## config.mk

```make
export PLATFORM = sky130hd
export DESIGN_NAME = tree_grng_pipe
export DESIGN_NICKNAME = d
export VERILOG_FILES = /design/src/rtl/tree_grng_pkg.sv /design/src/rtl/tree_grng_stage.sv /design/src/rtl/tree_grng_pipe.sv
export SDC_FILE = /design/constraint.sdc
export NUM_CORES = 1
export LEC_CHECK = 0
export CORE_UTILIZATION = 35
export DETAILED_ROUTE_END_ITERATION = 16
export PLACE_DENSITY = 0.51
export SLEW_MARGIN = 30
export SYNTH_ARGS = -nofsm -noshare
export SYNTH_HDL_FRONTEND = slang
export SYNTH_SLANG_ARGS = --single-unit
```

## constraint.sdc

```tcl
create_clock -name clk -period 2.6 [get_ports clk]
set_clock_uncertainty 0.1 [all_clocks]
set_input_delay 0.26 -clock clk [delete_from_list [all_inputs] [get_ports clk]]
set_output_delay 0.26 -clock clk [all_outputs]
set_load 0.01 [all_outputs]
```

## src/rtl/tree_grng_pkg.sv

```systemverilog
// Shared constants and elaboration-time helpers for the tree Gaussian generator.
package tree_grng_pkg;

    localparam logic [63:0] XS_RESET = 64'h9E3779B97F4A7C15;
    localparam int XS_A = 13;
    localparam int XS_B = 7;
    localparam int XS_C = 17;

    // Selector width of stage s; the last stage is capped one lower so its table stays small.
    function automatic int n_sel(input int s, input int out_w, input int sel_max);
        int n;
        if (s == 0)
            n = 0;
        else if (s == out_w - 1) begin
            n = (out_w - 1 < sel_max - 1) ? out_w - 1 : sel_max - 1;
            if (n < 1) n = 1;
        end else
            n = (s < sel_max) ? s : sel_max;
        return n;
    endfunction

    // Bit 0 feeds stage 0; later stages take disjoint fields packed upward from bit 1.
    function automatic int bit_offset(input int s, input int out_w, input int sel_max);
        int off;
        off = 1;
        for (int k = 1; k < s; k++)
            off += 1 << (n_sel(k, out_w, sel_max) - 1);
        return off;
    endfunction

    function automatic logic [63:0] xs_step(input logic [63:0] x);
        logic [63:0] t;
        t = x ^ (x << XS_A);
        t = t ^ (t >> XS_B);
        t = t ^ (t << XS_C);
        return t;
    endfunction

endpackage

```

## src/rtl/tree_grng_stage.sv

```systemverilog
// One decision stage: mirror-complement table built from P, indexed by the recent bits.
module tree_grng_stage #(
    parameter int N = 1
) (
    input  logic [2**(N-1)-1:0] p,
    input  logic [N-1:0]        sel,
    output logic                b
);

    localparam int HALF = 2**(N-1);

    logic [2*HALF-1:0] tbl;

    // Upper half mirrors the lower half inverted, keeping the tree symmetric.
    for (genvar i = 0; i < HALF; i++) begin : g_tbl
        assign tbl[i]            = p[i];
        assign tbl[2*HALF-1-i]   = ~p[i];
    end

    assign b = tbl[sel];

endmodule

```

## src/rtl/tree_grng_pipe.sv

```systemverilog
// Pipelined tree GRNG: one output bit resolved per stage from a shared xorshift64 state.
module tree_grng_pipe
    import tree_grng_pkg::*;
#(
    parameter int OUT_W   = 8,
    parameter int SEL_MAX = 5
) (
    input  logic             clk,
    input  logic             rst_n,
    input  logic             en,
    input  logic             seed_load,
    input  logic [63:0]      seed,
    output logic             out_valid,
    input  logic             out_ready,
    output logic [OUT_W-1:0] out_data
);

    logic [63:0]                  x;
    logic [OUT_W-1:0]             vld_pipe;
    logic [OUT_W-1:0][OUT_W-1:0]  dat;
    logic [OUT_W-1:0][OUT_W-1:0]  dat_nxt;
    logic [OUT_W-1:0]             bnew;
    logic                         stall;

    if (bit_offset(OUT_W, OUT_W, SEL_MAX) > 64) begin : g_chk
        $error("tree_grng_pipe: stage fields need more than 64 state bits");
    end

    assign bnew[0] = x[0];

    for (genvar s = 1; s < OUT_W; s++) begin : g_stg
        localparam int N   = n_sel(s, OUT_W, SEL_MAX);
        localparam int OFF = bit_offset(s, OUT_W, SEL_MAX);
        tree_grng_stage #(.N(N)) u_stg (
            .p   (x[OFF +: 2**(N-1)]),
            .sel (dat[s-1][OUT_W-s +: N]),
            .b   (bnew[s])
        );
    end

    // Stage s holds bits b[OUT_W-1 : OUT_W-1-s]; lower bits stay zero until resolved.
    always_comb begin
        dat_nxt = '0;
        dat_nxt[0][OUT_W-1] = bnew[0];
        for (int s = 1; s < OUT_W; s++) begin
            dat_nxt[s] = dat[s-1];
            dat_nxt[s][OUT_W-1-s] = bnew[s];
        end
    end

    assign stall = out_valid && !out_ready;

    always_ff @(posedge clk or negedge rst_n) begin
        if (!rst_n) begin
            x        <= XS_RESET;
            vld_pipe <= '0;
            dat      <= '0;
        end else if (seed_load) begin
            x        <= (seed == 64'd0) ? XS_RESET : seed;
            vld_pipe <= '0;
        end else if (!stall) begin
            x        <= xs_step(x);
            vld_pipe <= {vld_pipe[OUT_W-2:0], en};
            dat      <= dat_nxt;
        end
    end

    assign out_valid = vld_pipe[OUT_W-1];
    // Offset binary to two's complement; forced to zero when nothing is presented.
    assign out_data  = out_valid ? {~dat[OUT_W-1][OUT_W-1], dat[OUT_W-1][OUT_W-2:0]} : '0;

endmodule

```

* Yosys cells after proc, flatten, opt, wreduce, memory -nomap -nowiden
Index checks and enable logic that the tools add are counted.
** Word-level totals
- Register bits after elaboration :: 108
- Output and inout port bits :: 9
** Cells by class
- Reductions and logical operators :: 4
- Multiplexer cells :: 20
- Magnitude comparators :: 7
- Eq/ne operators :: 1
- Bitwise operators :: 61
** Operators by type and width (number)
- 64-bit two-way mux :: 3
- 64-bit XOR :: 2
- 64-bit logical NOT :: 1
- 64-bit by 57-bit XOR with 64-bit output :: 1
- 1-bit NOT :: 58
- 8-bit two-way mux :: 3
- 5-bit by 6-bit less-than comparator with 1-bit output, second input constant :: 2
- 1-bit binary-select mux with 5-bit select :: 2
- 4-bit by 5-bit less-than comparator with 1-bit output, second input constant :: 2
- 1-bit binary-select mux with 4-bit select :: 2
- 1-bit two-way mux :: 8
- 3-bit by 4-bit less-than comparator with 1-bit output, second input constant :: 1
- 1-bit binary-select mux with 3-bit select :: 1
- 2-bit by 3-bit less-than comparator with 1-bit output, second input constant :: 1
- 1-bit binary-select mux with 2-bit select :: 1
- 1-bit by 2-bit less-than comparator with 1-bit output, second input constant :: 1
- 2-bit != test, second input constant :: 1
- 2-bit AND reduction :: 1
- 1-bit logical AND :: 1
- 1-bit logical NOT :: 1

* Logic depth before layout (Yosys ltp)
- Depth after elaboration :: 5
- Depth in mapped cells :: 6
- Depth with buffers taken out :: 5

* Modules after synthesis
From an unflattened synthesis, not the netlist that was laid out.
** Unflattened totals
- Cell total of the unflattened synthesis :: 710
- Area, all modules :: 8087.8 um2
** By module, submodules not included
- tree_grng_pipe :: seq. area each 2750.1 um2, times used 1, cells an instance 633, area each 7056.8 um2
- tree_grng_stage (g_stg[5].u_stg ...) :: seq. area each 0.0 um2, times used 2, cells an instance 24, area each 320.3 um2
- tree_grng_stage (g_stg[4].u_stg ...) :: seq. area each 0.0 um2, times used 2, cells an instance 10, area each 142.6 um2
- tree_grng_stage (g_stg[3].u_stg) :: seq. area each 0.0 um2, times used 1, cells an instance 5, area each 65.1 um2
- tree_grng_stage (g_stg[2].u_stg) :: seq. area each 0.0 um2, times used 1, cells an instance 3, area each 31.3 um2
- tree_grng_stage (g_stg[1].u_stg) :: seq. area each 0.0 um2, times used 1, cells an instance 1, area each 8.8 um2

* Worst setup path after synthesis
OpenSTA, ideal clock, no wires.
- Kind :: register to register
- Start :: reg x[13]
- End :: reg x[23]
- Slack :: 0.555 ns
- Arrival time :: 1.821 ns
- Path buffers :: 1
- Cell stages (with the launch flop) :: 7
- Cells stage by stage :: dfstp_2 > buf_2 > xor2_1 > xnor3_1 > nor2_1 > xor2_1 > mux2_2
** Between the ends
- Longest elaborated chain between the ends :: 5
** Ends and longest elaborated chain
- start: declaration :: RTL line tree_grng_pipe.sv:18 : logic [63:0] x;
- start signal: assignment :: RTL line tree_grng_pipe.sv:59 : x <= (seed == 64'd0) ? XS_RESET : seed;
- start signal: assignment :: RTL line tree_grng_pipe.sv:62 : x <= xs_step(x);
- 64-bit XOR :: RTL line tree_grng_pkg.sv:33 : t = x ^ (x << XS_A);
- 64-bit by 57-bit XOR with 64-bit output :: RTL line tree_grng_pkg.sv:34 : t = t ^ (t >> XS_B);
- 64-bit XOR :: RTL line tree_grng_pkg.sv:35 : t = t ^ (t << XS_C);
- 64-bit two-way mux :: RTL line tree_grng_pipe.sv:61 : end else if (!stall) begin
- 64-bit two-way mux :: RTL line tree_grng_pipe.sv:58 : end else if (seed_load) begin
No other way between the ends. The select of a mux whose other input is x is not followed.
A chain may end at the register's enable or synchronous reset.

* Final worst setup path
- Start :: in seed[13]
- End :: reg x[54]
** Between the ends
- Longest elaborated chain between the ends :: 3
** Ends and longest elaborated chain
- start: declaration :: RTL line tree_grng_pipe.sv:12 : input logic [63:0] seed,
- 64-bit logical NOT :: RTL line tree_grng_pipe.sv:59
- 64-bit two-way mux :: RTL line tree_grng_pipe.sv:59
- 64-bit two-way mux :: RTL line tree_grng_pipe.sv:58
No other way between the ends.

==> flow_results.xml <==
<?xml version="1.0" encoding="UTF-8"?>
<metrics>
  <group name="floorplan">
    <metric name="die_w" unit="um">150</metric>
    <metric name="die_h" unit="um">150</metric>
    <metric name="die-area" unit="um^2">22500</metric>
    <metric name="starting_density_of_the_core" unit="">0.361</metric>
    <metric name="number_of_primary_i_o_pins" unit="">78</metric>
    <metric name="core_area" unit="um^2">21200</metric>
    <metric name="core.rowCount" unit="">53</metric>
  </group>
  <group name="global_route">
    <metric name="wire_length_of_the_first_global_routing_pass" unit="um">36200</metric>
    <metric name="track_usage" unit="">0.218</metric>
    <metric name="grt_overflow_total" unit="">0</metric>
    <metric name="first_global_vias" unit="">5949</metric>
    <metric name="grt_max_degree" unit="">50</metric>
    <metric name="grt_antenna_before_repair" unit="">0</metric>
  </group>
  <group name="power_and_ir_drop">
    <metric name="powerDensity" unit="nW/um^2">1810</metric>
    <metric name="vdd_ir_drop_max" unit="mV">0.719</metric>
    <metric name="leakage" unit="nW">3.88</metric>
    <metric name="design_power_total" unit="mW">16.7</metric>
  </group>
  <group name="placement">
    <metric name="dpl.cell_count" unit="">1127</metric>
    <metric name="gp_congestion" unit="">0.855</metric>
    <metric name="buffer_ports.inserted" unit="">77</metric>
    <metric name="dpl_worst_slack" unit="ns">-0.456</metric>
    <metric name="place.detailed.hpwl" unit="um">16900</metric>
    <metric name="placedInstanceArea" unit="um^2">8870</metric>
  </group>
  <group name="routing">
    <metric name="met3WireLength" unit="um">951</metric>
    <metric name="met2RoutedLength" unit="um">10700</metric>
    <metric name="top_layer" unit="">met4</metric>
    <metric name="vias" unit="">5863</metric>
    <metric name="firstDrtPassIters" unit="">5</metric>
    <metric name="via_density_per_instance" unit="">5.13</metric>
    <metric name="drt_drc_violations_left" unit="">0</metric>
    <metric name="count_of_nets_left_with_antenna_violations_after_detail_routing" unit="">0</metric>
    <metric name="drt-wirelength-per-cell" unit="um">20.1</metric>
    <metric name="routed_wl" unit="um">23000</metric>
    <metric name="met1Wirelength" unit="um">11100</metric>
    <metric name="drt_iter0_drc" unit="">363</metric>
  </group>
  <group name="worst_setup_path">
    <metric name="data_arrival_critical_path" unit="ns">2.62</metric>
    <metric name="crit_required" unit="ns">2.76</metric>
    <metric name="path_max_fanout" unit="">17</metric>
    <metric name="rr_startpoint" unit="">dat[35]</metric>
    <metric name="timing.reg2reg.worst_path_depth" unit="">4</metric>
    <metric name="crit_path_end_kind" unit="">register</metric>
    <metric name="crit-reg2reg-capture" unit="">dat[42]</metric>
    <metric name="setup.worst_path.start_class" unit="">input pin</metric>
    <metric name="criticalPathCategory" unit="">in2reg</metric>
    <metric name="rrSetupSlack" unit="ns">0.33</metric>
  </group>
  <group name="sta">
    <metric name="final.setup.worst_slack" unit="ns">0.140</metric>
    <metric name="fin_hold_ws" unit="ns">0.196</metric>
    <metric name="final-setup-viol-count" unit="">0</metric>
    <metric name="worst_slew_margin_rel" unit="">0.494</metric>
    <metric name="timing.final.crit_period" unit="ns">2.46</metric>
    <metric name="total_neg_setup_slack" unit="ns">0</metric>
    <metric name="final.period_utilization" unit="">0.946</metric>
    <metric name="rsz0062_at_grt" unit="">no</metric>
    <metric name="tightest_slew" unit="ns">0.758</metric>
    <metric name="timing.final.hold_violations" unit="">0</metric>
    <metric name="timing_max_transition_violations_final" unit="">0</metric>
    <metric name="clock.fmax" unit="GHz">0.406</metric>
  </group>
  <group name="cells_and_area">
    <metric name="final_core_utilization" unit="">0.434</metric>
    <metric name="fill_cells" unit="">2136</metric>
    <metric name="num-nets-final" unit="">933</metric>
    <metric name="seq_area" unit="um^2">2750</metric>
    <metric name="areaGrowthSynthToFinish" unit="%">20.2</metric>
    <metric name="fin_cells" unit="">1144</metric>
    <metric name="number_of_diodes" unit="">0</metric>
    <metric name="drive_above_1_share" unit="">0.160</metric>
    <metric name="multiInputGateArea" unit="um^2">4570</metric>
    <metric name="design_area" unit="um^2">9220</metric>
  </group>
  <group name="clock_tree">
    <metric name="cts.sink_count" unit="">108</metric>
    <metric name="post_cts_buffers" unit="">0</metric>
    <metric name="cts.reportedPaths.clkPinSlew" unit="ns">0.08</metric>
    <metric name="numCtsBuffers" unit="">9</metric>
    <metric name="root_buffer_master" unit="">clkbuf_16</metric>
    <metric name="cts-htree-levels" unit="">3</metric>
    <metric name="clock_tree.buffer_depth" unit="">2</metric>
    <metric name="cts_tree" unit="">yes</metric>
    <metric name="clk-insertion-delay-late" unit="ns">0.37</metric>
  </group>
  <group name="logic_synthesis">
    <metric name="synth.ff_latch_count" unit="">108</metric>
    <metric name="syn_area" unit="um^2">7670</metric>
    <metric name="synth.avg_cell_area" unit="um^2">9.51</metric>
    <metric name="ys.warnings.count" unit="">0</metric>
    <metric name="syn_nets" unit="">875</metric>
    <metric name="synth_seq_area_share" unit="">0.359</metric>
    <metric name="yosysUniqueCellTypes" unit="">42</metric>
    <metric name="syn-instance-count" unit="">806</metric>
  </group>
  <group name="flow_run">
    <metric name="cap_viol_max_count" unit="">0</metric>
  </group>
  <group name="min_path">
    <metric name="hold_depth" unit="">2</metric>
    <metric name="worstHoldPathType" unit="">in2reg</metric>
    <metric name="timing.hold.worst_endpoint" unit="">vld_pipe[0]</metric>
    <metric name="hold_path.startpoint" unit="">seed_load</metric>
  </group>
  <group name="outcome">
    <metric name="run_status" unit="">completed</metric>
  </group>
</metrics>
synth_stat cells (all sizes together):
| library cell | n | area [um^2] |
|---|---|---|
| o22ai | 4 | 25.0 |
| o21a | 1 | 7.51 |
| o41ai | 1 | 16.3 |
| nor4 | 16 | 100 |
| nand3 | 1 | 5.00 |
| mux2i | 3 | 30.0 |
| dfrtp | 70 | 1750 |
| clkbuf | 53 | 199 |
| dfstp | 38 | 998 |
| o22a | 10 | 87.6 |
| xor3 | 4 | 95.1 |
| buf | 21 | 109 |
| xnor3 | 17 | 383 |
| and4 | 1 | 8.76 |
| inv | 20 | 75.1 |
| or3 | 1 | 6.26 |
| a31oi | 1 | 6.26 |
| or2 | 3 | 18.8 |
| a21oi | 60 | 300 |
| nand4 | 4 | 25.0 |
| o21ai | 31 | 159 |
| xor2 | 56 | 498 |
| o32ai | 2 | 17.5 |
| a211oi | 1 | 7.51 |
| mux2 | 8 | 90.1 |
| nor2b | 4 | 25.0 |
| a22oi | 4 | 30.0 |
| nand2b | 1 | 6.26 |
| nor2 | 70 | 263 |
| nor3 | 1 | 5.00 |
| nand2 | 141 | 529 |
| o21bai | 2 | 15.0 |
| and2 | 8 | 50.1 |
| xnor2 | 119 | 1040 |
| mux4 | 29 | 683 |
kinds of logic (layout without fill, tap and decap cells):
logic type | after synthesis | count (layout) | synth area share
AOI/OAI and AO/OA | 117 | 117 | 0.0876
xor gates and xnor gates | 196 | 196 | 0.263
DFF | 108 | 108 | 0.359
buffers and inverters | 94 | 157 | 0.0499
muxes | 40 | 40 | 0.105
and+or+nand+nor | 251 | 251 | 0.136
sequential cells by signal, summed over array words and instances, names as in the netlist:
name      count
x            64
dat          36
vld_pipe      8
per-layer routing:
| layer | global-route usage | vias up |
|---|---|---|
| met5 | 0 | - |
| met4 | 0.0535 | 0 |
| met2 | 0.346 | 150 |
| met3 | 0.0235 | 17 |
| li1 | - | 2794 |
| met1 | 0.317 | 2902 |
worst max-delay path by stage:
stage	start	endpoint	slack (ns)	depth (start not counted)
final	seed[13]	x[54]	0.14	8
after global routing	seed[13]	x[54]	0.12	8
after CTS	seed[8]	x[42]	0.002	8
after detailed placement	seed[13]	x[42]	-0.46	8
after global placement	seed[13]	x[54]	-0.51	8
after floorplan	x[13]	x[23]	0.55	6
critical path: stages:
cell,delay (ns)
clkdlybuf4s50_1,0.46
nor4_2,0.50
nand4_1,0.24
buf_4,0.20
o41ai_4,0.41
buf_4,0.30
nor2_1,0.06
o22a_1,0.17
layout by cell type (no fill, tap or decap), types with 17 or more instances in the layout:
cell             synthesis  layout
dfstp_2                 38      38
dfrtp_1                 70      70
xnor2_1                119     119
nand2_1                141     141
nor2_1                  70      68
buf_4                    1      39
o21ai_0                 18      18
clkdlybuf4s50_1          0      75
a21oi_1                 60      60
mux4_2                  21      21
xnor3_1                 17      17
inv_1                   20      20
xor2_1                  55      55
power breakdown:
part	internal (mW)	switching, mW	total, mW
combinational	6.14	4.83	11.0
clock	0.839	0.677	1.52
sequential	2.70	1.53	4.23
repair_timing:
| action | CTS | global route |
|---|---|---|
| endpoints found under the setup margin | 9 | 3 |
| gates resized for setup | 1 | 1 |
| hold buffers | 1 | 0 |
| endpoints found under the hold margin | 28 | 0 |
cell type report:
cell class / instances / area share
Clock buffer: 12 / 0.0290
Clock inverter: 4 / 0.00570
Inverter: 20 / 0.00814
Multi-Input combinational cell: 604 / 0.496
Sequential cell: 108 / 0.298
Tap cell: 275 / 0.0373
Timing Repair Buffer: 121 / 0.126
(Power assumes the default switching activity.)
